### config.mk
export PLATFORM = sky130hd
export DESIGN_NAME = oram_req_ctrl
export DESIGN_NICKNAME = d
export VERILOG_FILES = /design/src/rtl/oram_pkg.sv /design/src/rtl/oram_rsp_fifo.sv /design/src/rtl/oram_req_ctrl.sv
export SDC_FILE = /design/constraint.sdc
export NUM_CORES = 1
export LEC_CHECK = 0
export CAP_MARGIN = 20
export CORE_ASPECT_RATIO = 0.9
export CORE_MARGIN = 4
export CORE_UTILIZATION = 29
export CTS_CLUSTER_DIAMETER = 50
export DETAILED_ROUTE_END_ITERATION = 6
export PLACE_DENSITY = 0.58
export RECOVER_POWER = 100
export SLEW_MARGIN = 20
export SYNTH_ARGS = -nofsm -noshare
export SYNTH_HDL_FRONTEND = slang
export SYNTH_HIERARCHICAL = 1
export SYNTH_SLANG_ARGS = --single-unit
### constraint.sdc
create_clock -name oram_clk -period 8.25 [get_ports oram_clk]
set_input_delay 1.65 -clock oram_clk [delete_from_list [all_inputs] [get_ports oram_clk]]
set_output_delay 1.65 -clock oram_clk [all_outputs]
set_load 0.05 [all_outputs]
### src/rtl/oram_pkg.sv
// Shared types and constants for the OpenRAM request controller.
package oram_pkg;

  localparam int unsigned ORAM_ADDR_W  = 8;
  localparam int unsigned ORAM_DATA_W  = 32;
  localparam int unsigned ORAM_WMASK_W = ORAM_DATA_W / 8;

  typedef enum logic {
    CLEAR = 1'b0,
    RUN   = 1'b1
  } oram_state_e;

  typedef struct packed {
    logic                    we;
    logic [ORAM_WMASK_W-1:0] wmask;
    logic [ORAM_ADDR_W-1:0]  addr;
    logic [ORAM_DATA_W-1:0]  wdata;
  } oram_req_t;

endpackage

### src/rtl/oram_rsp_fifo.sv
// Synchronous response FIFO; caller guarantees no push when full and no pop when empty.
module oram_rsp_fifo #(
  parameter  int unsigned WIDTH = 32,
  parameter  int unsigned DEPTH = 4,
  localparam int unsigned PTR_W = (DEPTH > 1) ? $clog2(DEPTH) : 1,
  localparam int unsigned CNT_W = $clog2(DEPTH + 1)
) (
  input  logic             clk,
  input  logic             rst,
  input  logic             push,
  input  logic [WIDTH-1:0] push_data,
  input  logic             pop,
  output logic [WIDTH-1:0] pop_data,
  output logic             not_empty,
  output logic [CNT_W-1:0] count
);

  logic [WIDTH-1:0] mem_q [DEPTH];
  logic [WIDTH-1:0] mem_d [DEPTH];
  logic [PTR_W-1:0] wr_ptr_q, wr_ptr_d;
  logic [PTR_W-1:0] rd_ptr_q, rd_ptr_d;
  logic [CNT_W-1:0] count_q, count_d;
  logic             not_empty_q, not_empty_d;

  // Pointers wrap modulo DEPTH, which need not be a power of two.
  function automatic logic [PTR_W-1:0] ptr_inc(input logic [PTR_W-1:0] p);
    return (p == PTR_W'(DEPTH - 1)) ? '0 : p + PTR_W'(1);
  endfunction

  always_comb begin
    mem_d       = mem_q;
    wr_ptr_d    = wr_ptr_q;
    rd_ptr_d    = rd_ptr_q;
    if (push) begin
      mem_d[wr_ptr_q] = push_data;
      wr_ptr_d        = ptr_inc(wr_ptr_q);
    end
    if (pop) begin
      rd_ptr_d = ptr_inc(rd_ptr_q);
    end
    count_d     = count_q + CNT_W'(push) - CNT_W'(pop);
    not_empty_d = (count_d != '0);
  end

  always_ff @(posedge clk or posedge rst) begin
    if (rst) begin
      for (int i = 0; i < int'(DEPTH); i++) mem_q[i] <= '0;
      wr_ptr_q    <= '0;
      rd_ptr_q    <= '0;
      count_q     <= '0;
      not_empty_q <= 1'b0;
    end else begin
      mem_q       <= mem_d;
      wr_ptr_q    <= wr_ptr_d;
      rd_ptr_q    <= rd_ptr_d;
      count_q     <= count_d;
      not_empty_q <= not_empty_d;
    end
  end

  assign pop_data  = mem_q[rd_ptr_q];
  assign not_empty = not_empty_q;
  assign count     = count_q;

endmodule

### src/rtl/oram_req_ctrl.sv
// Request controller for OpenRAM port 0: zero-fills the macro after reset, then
// issues core requests and returns read data in order under a credit rule.
module oram_req_ctrl
  import oram_pkg::*;
#(
  parameter int unsigned ADDR_W    = ORAM_ADDR_W,
  parameter int unsigned DATA_W    = ORAM_DATA_W,
  parameter int unsigned WMASK_W   = ORAM_WMASK_W,
  parameter int unsigned RSP_DEPTH = 4
) (
  input  logic               oram_clk,
  input  logic               oram_rst,
  input  logic               req_valid,
  output logic               req_ready,
  input  logic               req_we,
  input  logic [WMASK_W-1:0] req_wmask,
  input  logic [ADDR_W-1:0]  req_addr,
  input  logic [DATA_W-1:0]  req_wdata,
  output logic               rsp_valid,
  input  logic               rsp_ready,
  output logic [DATA_W-1:0]  rsp_rdata,
  output logic               init_done,
  output logic               oram_csb0,
  output logic               oram_web0,
  output logic [WMASK_W-1:0] oram_wmask0,
  output logic [ADDR_W-1:0]  oram_addr0,
  output logic [DATA_W-1:0]  oram_din0,
  input  logic [DATA_W-1:0]  oram_dout0
);

  localparam int unsigned CNT_W = $clog2(RSP_DEPTH + 1);
  localparam int unsigned OUT_W = CNT_W + 1;

  oram_state_e        state_q, state_d;
  logic [ADDR_W-1:0]  clr_cnt_q, clr_cnt_d;
  logic               init_done_q, init_done_d;
  logic               req_ready_q, req_ready_d;
  logic               csb_q, csb_d;
  logic               web_q, web_d;
  logic [WMASK_W-1:0] wmask_q, wmask_d;
  logic [ADDR_W-1:0]  addr_q, addr_d;
  logic [DATA_W-1:0]  din_q, din_d;
  logic               s1_q, s1_d;
  logic               s2_q, s2_d;

  logic               accept_c;
  logic               push_c;
  logic               pop_c;
  logic               fifo_valid;
  logic [CNT_W-1:0]   fifo_cnt;
  logic [OUT_W-1:0]   out_next_c;

  assign accept_c = req_valid && req_ready_q;
  assign push_c   = s2_q;
  assign pop_c    = fifo_valid && rsp_ready;

  always_comb begin
    state_d     = state_q;
    clr_cnt_d   = clr_cnt_q;
    init_done_d = init_done_q;
    csb_d       = 1'b1;
    web_d       = web_q;
    wmask_d     = wmask_q;
    addr_d      = addr_q;
    din_d       = din_q;
    s1_d        = 1'b0;
    s2_d        = s1_q;
    unique case (state_q)
      CLEAR: begin
        csb_d     = 1'b0;
        web_d     = 1'b0;
        wmask_d   = '1;
        addr_d    = clr_cnt_q;
        din_d     = '0;
        clr_cnt_d = clr_cnt_q + ADDR_W'(1);
        if (clr_cnt_q == '1) begin
          state_d     = RUN;
          init_done_d = 1'b1;
        end
      end
      RUN: begin
        if (accept_c) begin
          csb_d   = 1'b0;
          web_d   = !req_we;
          wmask_d = req_wmask;
          addr_d  = req_addr;
          din_d   = req_wdata;
          s1_d    = !req_we;
        end
      end
      default: state_d = CLEAR;
    endcase
    // Credit is computed on next-cycle occupancy so req_ready can be a flop.
    out_next_c  = OUT_W'(s1_d) + OUT_W'(s2_d) + OUT_W'(fifo_cnt)
                + OUT_W'(push_c) - OUT_W'(pop_c);
    req_ready_d = (state_d == RUN) && (out_next_c < OUT_W'(RSP_DEPTH));
  end

  always_ff @(posedge oram_clk or posedge oram_rst) begin
    if (oram_rst) begin
      state_q     <= CLEAR;
      clr_cnt_q   <= '0;
      init_done_q <= 1'b0;
      req_ready_q <= 1'b0;
      csb_q       <= 1'b1;
      web_q       <= 1'b1;
      wmask_q     <= '0;
      addr_q      <= '0;
      din_q       <= '0;
      s1_q        <= 1'b0;
      s2_q        <= 1'b0;
    end else begin
      state_q     <= state_d;
      clr_cnt_q   <= clr_cnt_d;
      init_done_q <= init_done_d;
      req_ready_q <= req_ready_d;
      csb_q       <= csb_d;
      web_q       <= web_d;
      wmask_q     <= wmask_d;
      addr_q      <= addr_d;
      din_q       <= din_d;
      s1_q        <= s1_d;
      s2_q        <= s2_d;
    end
  end

  oram_rsp_fifo #(
    .WIDTH (DATA_W),
    .DEPTH (RSP_DEPTH)
  ) u_rsp_fifo (
    .clk       (oram_clk),
    .rst       (oram_rst),
    .push      (push_c),
    .push_data (oram_dout0),
    .pop       (pop_c),
    .pop_data  (rsp_rdata),
    .not_empty (fifo_valid),
    .count     (fifo_cnt)
  );

  assign req_ready   = req_ready_q;
  assign rsp_valid   = fifo_valid;
  assign init_done   = init_done_q;
  assign oram_csb0   = csb_q;
  assign oram_web0   = web_q;
  assign oram_wmask0 = wmask_q;
  assign oram_addr0  = addr_q;
  assign oram_din0   = din_q;

endmodule

==> results.yml, run 1 <==
sta:
  timing.fmax_mhz: 190.4
  fin_skew_ps: 9.950
  finalSetupViolCount: 0
  fin_crit_sh_pct: 63.67
  slew_headroom_pct: -111.4
  finalHoldViolCount: 0
  period_needed_ps: 5253
  worst_slew_pin_slew_ps: 3154
  final_max_slew_viol_count: 347
  fin_ws_ps: 2997
  holdWs_ps: 391.3
  tns_ps: 0
  rsz0062_at_grt: "no"
setup_path:
  r2r_start: "state_q"
  required_ps: 8490
  cp-start-kind: "primary input"
  rrSetupSlack_ps: 4360
  crit_chain: "dlygate4sd3_1, clkinvlp_2, clkbuf_2"
  r2r-end: "req_ready"
  endpoint: "u_rsp_fifo/mem_q[85]"
  crit_arrival_ps: 5490
  slowest_stage: "clkinvlp_2"
  max_stage_delay_ps: 1750
  worstSetupStartpoint: "oram_rst"
  worst_setup_path_end_kind: "asynchronous set/reset pin"
  cp_max_fo: 71
  path_class: "primary input to asynchronous set/reset pin"
  reg2reg_depth: 9
layout:
  finalNonFillerCells: 1163
  utilization_pct: 38.01
  design_area_um2: 11000
  fin_nets: 850
  n_antenna_cell: 0
  areaGrowthSynthToFinish_pct: 29.13
  drive_above_1_share_pct: 27.90
power:
  seqPwrFrac_pct: 38.0
  power_frac_comb_pct: 31.3
  leakagePower_nw: 4.589
  sw_frac_of_total_pct: 35.01
  switching_power_mw: 0.9815
  finalPower_mw: 2.804
  ir_drop_v: 0.0001319
  power_frac_clock_pct: 30.7
  p_per_area_nw_per_um2: 254.9
  internal_power_mw: 1.822
drt:
  ant_nets: 0
  wl_per_cell_um: 16.34
  firstDrtPassIters: 4
  drt_iter0_markers: 296
  wl_met1_um: 8524
  dr_wl_met3_um: 681
  top_layer_used: "met4"
  drc: 0
  wirelength_um: 19000
  wl_met2_um: 9596
  vias: 5135
  via_per_inst: 4.415
logic_synthesis:
  synth_area_leaders: "dfrtp_1 (57%), mux2_2 (17%), mux4_2 (8.5%)"
  synthTopCellsByCount: "dfrtp_1 (193), mux2_2 (131), nand2_1 (93), a21oi_1 (33), mux4_2 (32)"
  synth_enable_flop_cells: 0
  synth_area_per_cell_um2: 14.06
  yosysTopAreaCellShare_pct: 56.70
  syn_area_um2: 8518
  synthArstFlopShare_pct: 100.0
  ys.warnings.count: 6
  syn-num-nets: 702
  synth_area_leader_cell: "dfrtp_1"
  yosysSeqAreaShare_pct: 57.31
  synthCells: 606
  yosysMostFrequentCell: "dfrtp_1"
  synth.distinct_cells: 42
  synthFlopType: "dfrtp_1"
  synth_seq_cells: 195
clocking:
  clkLatencyLatePin_ps: 440
  numCtsBuffers: 17
  cts.htree.levels: 4
  cts_tree: "built"
  postCtsSetupRepairBufs: 0
  holdBufCountCts: 0
  clock_sinks: 195
  clk_pin_slew_ps: 70
  ctsResizeCount: 0
  clock_path_buffers: 2
  root_buffer: "clkbuf_16"
place:
  io_buffer_count: 161
  place_hpwl_um: 11920
  gp_congestion: 0.7160
  dp.cells: 1131
  dpl_worst_slack_ps: 3411
  dpl-instance-area_um2: 10400
global_route:
  grt_pass1_vias: 5581
  overflow: 0
  antenna_found_initial: 0
  grt_pass1_wl_um: 30990
  grt_max_degree: 72
  grtUsageTotal_pct: 12.23
floorplan:
  die_w_um: 188.7
  coreArea_um2: 28940
  rows: 59
  ios: 162
  start_util_pct: 29.44
  fp.dieH_um: 170.6
  dieArea_um2: 32180
flow_run:
  drv_cap: 7
outcome:
  status: "finished, violations left"
  violations: "max-capacitance violations, max-slew violations"
hold_path:
  hold_class: "flip-flop to flip-flop"
==> sequential cells by signal, indices dropped and copies added (netlist names) <==
register and cells:
u_rsp_fifo/mem_q 128, oram_din0 32, clr_cnt_q 8, oram_addr0 8
oram_wmask0 4, u_rsp_fifo/count 3, u_rsp_fifo/rd_ptr_q 2, u_rsp_fifo/wr_ptr_q 2
init_done 1, oram_csb0 1, oram_web0 1, push_c 1
req_ready 1, s1_q 1, state_q 1, u_rsp_fifo/not_empty 1
==> critical path, delay by kind of cell <==
family / cells / cell delay [ps]
buffers and inverters: 3 / 3740
==> cell usage in the layout (no fill, tap or decap), types with 2 or more instances in the layout <==
cell,instances
a31oi_1,4
dfrtp_2,2
nor2_1,12
nand2_1,92
inv_6,5
clkdlybuf4s50_1,46
and2_0,2
bufinv_16,2
ha_1,13
xnor2_1,5
clkinv_4,3
inv_1,13
a21oi_1,33
fa_1,2
xor2_1,3
a31oi_2,3
dfrtp_1,191
o21ai_0,3
dfstp_2,2
or3_1,2
mux2_2,131
nand3_1,5
mux4_2,32
nand2_2,5
dlygate4sd3_1,115
clkinv_8,3
clkbuf_16,17
==> metal layers <==
metal / track usage (%) / up-vias
li1: - / 2424
met5: 0 / -
met1: 15.98 / 2626
met3: 3.080 / 14
met2: 20.48 / 71
met4: 3.358 / 0
==> power by group through the flow <==
stage / Sequential [mW] / Combinational [mW] / Clock, mW
6_report: 1.07 / 0.876 / 0.861
3_3_place_gp: 1.08 / 0.928 / 0
3_5_place_dp: 1.09 / 0.934 / 0
5_1_grt: 1.07 / 0.938 / 0.936
2_1_floorplan: 1.04 / 0.689 / 0
4_1_cts: 1.07 / 0.937 / 0.897
==> cell families (layout without fill, tap and decap cells) <==
| kind of cell | after synthesis | count (layout) | share of synthesized area, % |
|---|---|---|---|
| AND/OR/NAND/NOR | 126 | 126 | 6.346 |
| buffers and inverters | 50 | 211 | 3.731 |
| multiplexers | 164 | 164 | 25.90 |
| XOR/XNOR | 9 | 9 | 1.087 |
| flip-flops | 195 | 195 | 57.31 |
| AO/OA/AOI/OAI | 47 | 47 | 3.246 |
| adder cells (fa/ha/maj) | 15 | 15 | 2.380 |
==> cell type report <==
class	instances	area [um^2]
clock inverters	15	195.2
repair buffers	164	1628
flip-flops and latches	195	4885
well taps	396	495.5
clock buffers	17	425.4
inverters	15	57.56
fillers	2814	17940
multi-input cells	361	3313
==> how the worst min path moves through the flow <==
stage | start | to | slack, ps | depth (start not counted)
6_report | s1_q | push_c | 390 | 0
5_1_grt | s1_q | push_c | 420 | 0
4_1_cts | s1_q | push_c | 390 | 0
3_5_place_dp | s1_q | push_c | 370 | 0
3_3_place_gp | s1_q | push_c | 380 | 0
2_1_floorplan | s1_q | push_c | 350 | 0
Power figures use the tool's default switching activity.
==> run 2, diff against run 1 <==
==> constraint.sdc (replaced) <==
create_clock -name oram_clk -period 5.4 [get_ports oram_clk]
set_input_delay 1.08 -clock oram_clk [delete_from_list [all_inputs] [get_ports oram_clk]]
set_output_delay 1.08 -clock oram_clk [all_outputs]
set_load 0.05 [all_outputs]
==> results.yml, run 2 (same netlist as run 1, synthesis figures left out) <==
sta:
  final_max_slew_viol_count: 281
  finalHoldViolCount: 0
  period_needed_ps: 4441
  finalSetupViolCount: 0
  slew_headroom_pct: -68.22
  fin_skew_ps: 9.317
  fin_crit_sh_pct: 82.25
  fin_ws_ps: 958.6
  worst_slew_pin_slew_ps: 2522
  rsz0062_at_grt: "no"
  timing.fmax_mhz: 225.2
  tns_ps: 0
drt:
  ant_nets: 0
  drc: 0
  wirelength_um: 19030
  via_per_inst: 4.445
  drt_iter0_markers: 203
  wl_per_cell_um: 16.32
  firstDrtPassIters: 4
  vias: 5183
global_route:
  grtUsageTotal_pct: 12.33
  antenna_found_initial: 0
  grt_pass1_vias: 5445
  grt_max_degree: 74
  overflow: 0
  grt_pass1_wl_um: 31240
floorplan:
  dieArea_um2: 32180
  start_util_pct: 29.44
  fp.dieH_um: 170.6
  coreArea_um2: 28940
  die_w_um: 188.7
  ios: 162
  rows: 59
setup_path:
  required_ps: 4320
  crit_arrival_ps: 3360
  cp_max_fo: 34
  cp-start-kind: "flip-flop"
  path_class: "flip-flop to output port"
  worst_setup_path_end_kind: "output port"
place:
  io_buffer_count: 161
  dp.cells: 1134
  place_hpwl_um: 12300
  dpl-instance-area_um2: 10430
  gp_congestion: 0.7281
  dpl_worst_slack_ps: 1818
power:
  switching_power_mw: 1.473
  ir_drop_v: 0.0002081
  p_per_area_nw_per_um2: 387.3
  seqPwrFrac_pct: 38.7
  power_frac_comb_pct: 31.5
  leakagePower_nw: 4.576
  power_frac_clock_pct: 29.8
  internal_power_mw: 2.782
  sw_frac_of_total_pct: 34.63
layout:
  areaGrowthSynthToFinish_pct: 28.98
  multi_input_area_um2: 3311
  largest_reg_flops: 128
  regMostFlops: "u_rsp_fifo/mem_q"
  regArea_um2: 4883
  drive_above_1_share_pct: 27.66
  mostFrequentLayoutCells: "dfrtp_1 (192), mux2_2 (131), nand2_1 (93), dlygate4sd3_1 (83), clkdlybuf4s50_1 (78)"
  n_antenna_cell: 0
  finalNonFillerCells: 1166
  fin_nets: 853
  fillers: 2790
  final_common_cell: "dfrtp_1"
  utilization_pct: 37.97
  design_area_um2: 10990
hold_path:
  hold_class: "flip-flop to flip-flop"
clocking:
  cts.htree.levels: 4
  root_buffer: "clkbuf_16"
  clk_pin_slew_ps: 70
  ctsResizeCount: 0
  numCtsBuffers: 17
  holdBufCountCts: 0
  clock_path_buffers: 2
  clkLatencyLatePin_ps: 430
  clock_sinks: 195
  postCtsSetupRepairBufs: 0
  cts_tree: "built"
outcome:
  violations: "max-capacitance violations, max-slew violations"
  status: "finished, violations left"
flow_run:
  drv_cap: 8
run 2: cell count changes in the layout (fill, tap and decap cells not counted), sizes merged:
| cell | previous run | this run |
|---|---|---|
| clkdlybuf4s50 | 46 | 78 |
| dlygate4sd3 | 115 | 83 |
| clkbuf | 19 | 23 |
| clkinv | 7 | 3 |
| buf | 1 | 4 |
| bufinv | 2 | 1 |
| clkinvlp | 1 | 2 |
run 2: power by group through the flow:
stage	registers, mW	logic [mW]	clock network, mW
floorplan	1.59	1.05	0
global placement	1.68	1.40	0
detailed placement	1.68	1.41	0
CTS	1.65	1.41	1.32
global route	1.66	1.43	1.38
finish	1.65	1.34	1.27
run 2: worst paths after layout:
check | start | endpoint | slack, ps | cells after the start
max reg2reg | state_q | req_ready | 1540 | 9
min | s1_q | push_c | 390 | 0
min reg2reg | s1_q | push_c | 390 | 0
min in group asynchronous | oram_rst | oram_din0[5] | 1180 | 2
max | u_rsp_fifo/rd_ptr_q[1] | rsp_rdata[28] | 960 | 2
max in group asynchronous | oram_rst | u_rsp_fifo/mem_q[97] | 1960 | 3
run 2: through the flow:
step / hold WS, ps / power (mW)
after floorplan: 347.2 / 2.643
after detailed placement: 375.1 / 3.092
after global routing: 408.1 / 4.467
after CTS: 392.4 / 4.382
final: 390.1 / 4.255
after global placement: 375.5 / 3.083
run 2: per-layer routing:
layer  wire length [um]  global-route usage [%]  vias up
met4                227                   3.041        0
met3                577                   3.182       15
met5                  0                       0        -
met2               9485                   20.48       67
li1                   -                       -     2427
met1               8742                   16.34     2674
run 2: critical path, cell delays in order (launching register included):
cell           delay [ps]
dfrtp_1              1510
mux4_2                490
dlygate4sd3_1         880
run 2: final cells by class:
class | instances | share of cell area [%]
multi-input combinational | 361 | 30.13
inverter | 15 | 0.5580
clock buffer | 21 | 4.282
clock inverter | 11 | 1.059
sequential | 195 | 44.45
tap | 396 | 4.510
timing repair buffer | 167 | 15.01
==> patch, RTL diff (config.mk and constraints of run 2) <==
Change the package constant `ORAM_DATA_W` from 32 to 16.
--- a/src/rtl/oram_pkg.sv
+++ b/src/rtl/oram_pkg.sv
@@ -4,3 +4,3 @@
   localparam int unsigned ORAM_ADDR_W  = 8;
-  localparam int unsigned ORAM_DATA_W  = 32;
+  localparam int unsigned ORAM_DATA_W  = 16;
   localparam int unsigned ORAM_WMASK_W = ORAM_DATA_W / 8;
Ports: changed (6 resized); port bits go from 162 to 94. No check against the original RTL was run, so the function may have changed too.
==> patch against run 2 <==
The run still ends with capacitance limit, slew limit left; utilization up 0.29 points; setup slack better by 480 ps; power down 32%; sequential power down 41%; routed wire length down 37%; first-iteration DRC count down 46%; cell area down 38%; die area down 37%; worst hold slack worse by 12 ps; largest power group is now the clock network; sequential cell count down 82; non-clock buffer count down 71; synthesized area down 39%; critical endpoint is now req_ready.
==> patch: results <==
group,metric,value,unit
run_status,outcome,"finished, violations left",
run_status,violations,"capacitance limit, slew limit",
route,viasPerCell,4.47,
logic_synthesis,synthTopCellsByArea,"dfrtp_1, mux2_4, mux2_2, nand2_1, mux4_2",
global_route,met2_usage,0.212,
finish,nets,531,
placed_design,placedInstanceArea,0.00632,mm^2
finish,clock_buffers,17,
route,wl_met1,5.18,mm
setup_path,critPathSlowestCell,"or3_1",
placed_design,port_buffers,93,
global_route,grt_pass1_wl,19.8,mm
setup_path,r2r_slack,1830,ps
logic_synthesis,synth_common_cells,"dfrtp_1, nand2_1, mux2_4",
logic_synthesis,syn-num-nets,434,
finish,multi_input_gates,225,
timing,holdWs,378,ps
route,dr_wl_met2,6.16,mm
logic_synthesis,yosysSeqAreaShare,0.542,
die,rows,46,
setup_path,crit_fanout,26,
finish,clkCellAreaFrac,0.0922,
finish,fillers,1722,
pwr,max-vdd-ir-drop,173,uV
finish,seq_share,0.419,
finish,buf_share,0.141,
flow_run,drv_cap,1,
global_route,grt_pass1_vias,3624,
finish,utilization,0.383,
setup_path,slowest_delay,560,ps
logic_synthesis,ys_ff_latch,113,
timing,post-route-min-period,3960,ps
placed_design,dp_hpwl,8.15,mm
finish,final_cells,722,
clock_tree,clk_latency,410,ps
timing,report.final.slew_viol_count,42,
global_route,grt.met1_usage,0.159,
logic_synthesis,ys_types,44,
logic_synthesis,synth_cells,372,
setup_path,worstPathArrival,4310,ps
pwr,power_leakage,2.93,nW
==> patch: cell count changes after synthesis, moves of 4 or more <==
cell,delta
a21oi_1,-17
buf_2,-7
buf_4,-9
dfrtp_1,-82
mux2_2,-105
mux2_4,+40
mux4_1,+7
mux4_2,-23
nand2_1,-38
nand2_4,+4
==> patch: report_power, final <==
| part | switching [mW] | internal (mW) |
|---|---|---|
| clock | 0.436 | 0.741 |
| sequential | 0.0741 | 0.893 |
| combinational | 0.421 | 0.310 |
==> patch: logic make-up (layout without fill, tap and decap cells) <==
family | Yosys count | count (layout) | synth area share
muxes | 84 | 84 | 0.249
adders and majority gates | 15 | 15 | 0.0388
AOI/OAI and AO/OA | 31 | 31 | 0.0345
DFF | 113 | 113 | 0.542
buffers and inverters | 34 | 144 | 0.0405
xor gates and xnor gates | 9 | 9 | 0.0177
and+or+nand+nor | 86 | 86 | 0.0776
